**config.mk**
```make
export PLATFORM = sky130hd
export DESIGN_NAME = commonlib_demuxn_deserializer
export DESIGN_NICKNAME = d
export VERILOG_FILES = /design/src/rtl/commonlib_demuxn_deserializer.sv
export SDC_FILE = /design/constraint.sdc
export NUM_CORES = 1
export LEC_CHECK = 0
export ABC_AREA = 1
export BUFFER_PORTS_ARGS = -buffer_cell sky130_fd_sc_hd__buf_2
export CAP_MARGIN = 20
export CORE_MARGIN = 1
export CORE_UTILIZATION = 50
export CTS_BUF_LIST = sky130_fd_sc_hd__clkbuf_8
export CTS_CLUSTER_DIAMETER = 200
export DETAILED_ROUTE_END_ITERATION = 10
export PLACE_DENSITY = 0.76
export SLEW_MARGIN = 20
export SYNTH_ARGS = -nofsm -noshare
export SYNTH_HDL_FRONTEND = slang
export SYNTH_SLANG_ARGS = --single-unit
```
**constraint.sdc**
```tcl
create_clock -name CLK -period 2.7 [get_ports CLK]
set_clock_uncertainty 0.05 [all_clocks]
set_input_delay 0.27 -clock CLK [delete_from_list [all_inputs] [get_ports CLK]]
set_output_delay 0.27 -clock CLK [all_outputs]
set_load 0.01 [all_outputs]
```
**src/rtl/commonlib_demuxn_deserializer.sv**
```systemverilog
// Serial-to-parallel deserializer: steers successive input words into N lanes and
// presents the filled lane set as one parallel word on a valid/ready output.
module commonlib_demuxn_deserializer #(
    parameter int unsigned N     = 8,
    parameter int unsigned WIDTH = 8,
    parameter int unsigned SEL_W = (N > 2) ? $clog2(N) : 1
) (
    input  logic                 CLK,
    input  logic                 RESET,
    input  logic                 in_valid,
    output logic                 in_ready,
    input  logic [WIDTH-1:0]     in_data,
    output logic [SEL_W-1:0]     in_sel,
    output logic                 out_valid,
    input  logic                 out_ready,
    output logic [N*WIDTH-1:0]   out_data
);

    typedef enum logic [0:0] {StFill, StFull} state_e;

    state_e           state_q, state_d;
    logic [SEL_W-1:0] idx_q, idx_d;
    logic [WIDTH-1:0] lane_q [N];
    logic             lane_we;
    logic [SEL_W-1:0] lane_sel;
    logic             accept;
    logic             drain;

    always_comb begin
        in_ready = (state_q == StFill) | out_ready;
        accept   = in_valid & in_ready;
        drain    = (state_q == StFull) & out_ready;
        state_d  = state_q;
        idx_d    = idx_q;
        lane_we  = 1'b0;
        lane_sel = idx_q;
        unique case (state_q)
            StFill: begin
                if (accept) begin
                    lane_we = 1'b1;
                    // Wrap at N-1 explicitly so non-power-of-two N never sees idx >= N.
                    if (idx_q == SEL_W'(N - 1)) begin
                        idx_d   = '0;
                        state_d = StFull;
                    end else begin
                        idx_d = idx_q + SEL_W'(1);
                    end
                end
            end
            StFull: begin
                if (drain) begin
                    state_d = StFill;
                    // Back-to-back: the word arriving with the drain starts the next fill.
                    if (accept) begin
                        lane_we  = 1'b1;
                        lane_sel = '0;
                        idx_d    = SEL_W'(1);
                    end
                end
            end
        endcase
    end

    always_ff @(posedge CLK) begin
        if (RESET) begin
            state_q <= StFill;
            idx_q   <= '0;
            for (int k = 0; k < int'(N); k++) begin
                lane_q[k] <= '0;
            end
        end else begin
            state_q <= state_d;
            idx_q   <= idx_d;
            for (int k = 0; k < int'(N); k++) begin
                if (lane_we && (lane_sel == SEL_W'(k))) begin
                    lane_q[k] <= in_data;
                end
            end
        end
    end

    assign out_valid = (state_q == StFull);
    assign in_sel    = idx_q;

    for (genvar k = 0; k < int'(N); k++) begin : g_lanes
        assign out_data[k*WIDTH +: WIDTH] = lane_q[k];
    end

endmodule

```
### Word-level counts from Yosys, hierarchy flattened

Memories as Yosys holds them, arrays and structs flattened.
Index checks and enable logic that the tools add are counted.

| storage, ports and cells | value |
|---|---|
| bits in registers | 4 |
| RAM bits | 64 |
| bits of input ports | 12 |
| output and inout port bits | 69 |
| word-level logic and storage cells | 86 |
| memories kept | 1 |

Memory list:

| name | words | bits a word | read ports | clocked after memory_dff | wr ports | RTL line | RTL |
|---|---|---|---|---|---|---|---|
| lane_q | 8 | 8 | 8 | 0 | 8 | 23 | `logic [WIDTH-1:0] lane_q [N];` |

| cells by class | value |
|---|---|
| add/sub/neg operators | 1 |
| equality and inequality tests | 11 |
| muxes and demuxes | 49 |
| bitwise logic cells | 12 |
| reduce and logical (&&, ||, !) cells | 10 |

Operators with widths:

| kind | number |
|---|---|
| 2-to-1 mux 8 bit | 8 |
| 2-to-1 mux 1 bit | 31 |
| 2-to-1 mux 3 bit | 7 |
| == test 3 bit (second input constant) | 5 |
| OR 1 bit | 9 |
| logical AND 1 bit | 8 |
| == test 3 x 2 -> 1 bit (second input constant) | 2 |
| one-hot mux 3 bit (2 select lines) | 1 |
| != test 2 x 1 -> 1 bit (second input constant) | 2 |
| one-hot mux 1 bit (2 select lines) | 2 |
| adder 3 x 1 -> 3 bit (second input constant) | 1 |
| == test 3 x 1 -> 1 bit (second input constant) | 1 |
| zero test 3 bit | 1 |
| AND reduction 3 bit | 1 |
| AND 1 bit | 2 |
| != test 2 bit (second input constant) | 1 |
| NOT 1 bit | 1 |

### Logic depth before layout (Yosys ltp)

| depth | value |
|---|---|
| depth after elaboration | 12 |
| depth in mapped cells | 6 |
| mapped depth without buffers | 6 |

### Worst setup path after synthesis

No wires, ideal clock.

| timing path | value |
|---|---|
| path type | register to register |
| from | reg idx_q[0], in the netlist in_sel[0] |
| to | mem lane_q[3][0], in the netlist lane_q[0][24] (enable) |
| setup time | 384 ps |
| data arrival time | 1,436 ps |
| required time | 2,266 ps |
| path slack | 830 ps |
| cell stages (with the launch flop) | 3 |
| buffers on the path | 0 |
| clock period less this slack | 1,870 ps |
| path through | dfxtp_1 -> nand3_2 -> o21ai_0 |

RTL lines:

| element | RTL line | RTL |
|---|---|---|
| start: declaration | 22 | `logic [SEL_W-1:0] idx_q, idx_d;` |
| start signal: assignment | 73 | `idx_q <= idx_d;` |
| end: declaration | 23 |  |

==> qor.csv <==
stage;metric;value;unit
power;leak pwr;1.40;nW
grt;via count of the first global-routing pass;1449;
timing;unrepaired setup endpoints after global routing;no;
yosys;fraction of the mapped netlist area in adder cells;0.00938;
yosys;most common flop cell mapped by yosys;edfxtp_1;
cells_and_area;final-stage net count;283;
yosys;cell types with the highest counts after synthesis;edfxtp_1 (64), nor2_1 (18), nand2_1 (17);
cts;TritonCTS buffer count;9;
cts;Resized cells post-CTS;0;
timing;Hold WS;98.8;ps
timing;final setup violating endpoints;0;
hold_path;type of the tightest min-delay check;in -> reg;
yosys;share of cell area taken by muxes after synthesis;0;
grt;Most Crowded Layer GR;met2;
cts;Hold-fix buffers, CTS;0;
cells_and_area;area growth from synthesis to final layout;25.4;%
drt;number of vias per cell;4.92;
yosys;post-synthesis sequential element count;68;
yosys;share of flip-flops with an asynchronous set or reset;0;
cells_and_area;final core utilization;0.651;
setup_path;crit path launch type;register;
drt;first-pass iteration count of the detailed router;4;
grt;antenna violations before repair;0;
floorplanning;Total Die Area;5630;um2
timing;min Tclk post-route;1840;ps
yosys;most used standard cell by instance count after synthesis;edfxtp_1;
drt;via count;1694;
cts;Clock Latency Late Sink;330;ps
grt;met1 Resource Use GR;0.249;
timing;post-route clock period utilization;0.683;
yosys;net count after synthesis;192;
yosys;top post-synthesis cells by area;edfxtp_1 (72%), nor3_2 (6.0%), dfxtp_1 (3.0%);
power;Final Total Pwr;2.29;mW
placement;GPL Wtd Cong;0.832;
yosys;Yosys warning total;0;
cts;Root Buffer;clkbuf_8;
placement;detailed placement HPWL;3.45;mm
drt;count of antenna-violating nets left after detailed routing;0;
timing;Total Neg Setup Slack;0;ps
cts;CTS H-Tree Depth;3;
setup_path;Arrival @ worst endpoint;1760;ps
timing;maximum operating frequency;0.542;GHz
timing;Worst Tran Pin Value;741;ps
cts;Clock Path Buffers;2;
flow_run;Max Cap Violations;0;
cts;number of sinks handled by clock tree synthesis;68;
setup_path;Critical Setup Path Class;reg -> reg;
setup_path;sort of element at the end of the critical path;register;
power;maximum VDD drop;0.000360;V
yosys;Synth top area share;0.720;
yosys;synthesized cell area;2670;um2
floorplanning;number of ports placed on the die boundary;81;
setup_path;worst endpoint required time;2610;ps
timing;number of hold violations in the final report;0;
placement;count of buffers inserted at the top-level ports;80;
drt;Total Routed Length;5.11;mm
floorplanning;Cell Rows;26;
timing;worst max-slew margin expressed relative to the limit;0.502;
grt;global-route wire length before repair;7.25;mm
yosys;post-synthesis cell type count;23;
cts;CTS tree;done;
floorplanning;core region area;5140;um2
yosys;post-synthesis sequential area ratio;0.750;
yosys;simple-gate portion of the synthesized area;0.176;
drt;First DRT Iteration DRCs;111;
yosys;number of enable-type register cells in the synthesized netlist;64;
yosys;cell type with the largest total area after synthesis;edfxtp_1;
floorplanning;Initial Utilization;0.519;
drt;Routed WL per cell;14.9;um
yosys;largest family of logic cells by synthesized area;simple AND/OR/NAND/NOR gates;
yosys;synthesized area per cell;15.0;um2
cells_and_area;number of inserted diodes;0;
power;pwr dens;686;nW/um2
cells_and_area;proportion of layout cells with a drive suffix above 1;0.460;
cts;clock-pin slew of the registers on the worst-case setup and hold paths;70;ps
yosys;xor/xnor cell area share of the yosys netlist;0;
grt;GR Overflow Total;0;
cts;post-CTS setup buffers;0;
grt;met3 track utilization from global routing;0.0549;
grt;All-Layer GR Usage;0.191;
grt;maximum number of pins on one net before global-route repair;29;
setup_path;crit path max fanout;10;
floorplanning;width of the chip;75.1;um
cells_and_area;total of fill cells in the finished design;402;
floorplanning;Die Y-Extent;75.1;um
yosys;cell count after synthesis;178;
grt;met2 layer usage reported by global route;0.291;
drt;number of remaining DRC errors;0;
yosys;compound-gate portion of the synthesized area;0.0239;
run_status;result of the run;finished clean;
timing;total count of max-transition violations in the final report;0;
[final timing paths]
path,start,end,slack [ps],cells after the start
worst min register to register,in_sel[2],in_sel[2],490,2
worst max-delay path,in_sel[0],lane_q[1][21],860,2
worst max register to register,in_sel[0],lane_q[1][21],860,2
worst min-delay path,RESET,out_valid,100,2
[registers in the layout, summed over array words and instances (netlist names)]
name,count
lane_q,64
in_sel,3
out_valid,1
[cells in the final DEF, fill, tap and decap left out]
cell,Yosys,final
a21oi_1,4,4
buf_2,1,80
buf_4,1,5
bufinv_16,0,2
clkbuf_8,0,9
clkinv_1,0,1
clkinv_2,0,1
clkinvlp_4,0,1
dfxtp_1,4,4
edfxtp_1,64,64
ha_1,2,2
inv_1,12,14
inv_2,2,2
nand2_1,17,17
nand2_2,4,4
nand3_1,1,1
nand3_2,2,2
nand3_4,1,1
nand3b_2,1,1
nand3b_4,1,1
nor2_1,18,18
nor3_1,16,16
nor3_2,16,16
o21ai_0,5,5
o21ai_1,2,2
o21ai_2,1,1
[logic make-up after synthesis]
group           after synthesis
compound gates               12
fa+ha+maj                     2
buf+inv                      19
flops                        68
simple gates                 77
[area by class of cell]
cell class,count,area [um2],area share
Clock buffer,9,124,0.0370
Clock inverter,7,83.8,0.0250
Inverter,14,52.6,0.0157
Multi-Input combinational cell,91,559,0.167
Sequential cell,68,2000,0.598
Tap cell,70,87.6,0.0262
Timing Repair Buffer,85,438,0.131
[per-layer routing]
metal / part of all wire / vias to the layer above
met5: 0 / -
met4: 0.024 / 0
met3: 0.068 / 10
met2: 0.49 / 80
met1: 0.42 / 782
li1: - / 822
[metrics by stage]
stage                     setup slack, ps  cell area, um2  instances
after detailed placement              828            3140        328
after CTS                             853            3350        344
final                                 856            3350        344
after global placement                871            3140        328
after global routing                  734            3350        344
after floorplan                       830            2670        178
[critical path: stages, from the launching register on]
cell and delay (ps):
dfxtp_1 410, nand3b_2 370, o21ai_1 650
[report_power, final]
group	total (mW)	switching [mW]	leakage (nW)	internal (mW)
clock	0.855	0.347	0.109	0.508
combinational	0.204	0.137	0.606	0.0662
sequential	1.24	0.0198	0.688	1.22
total	2.29	0.504	1.40	1.79
Note: power is estimated with default switching activity, not from simulation.
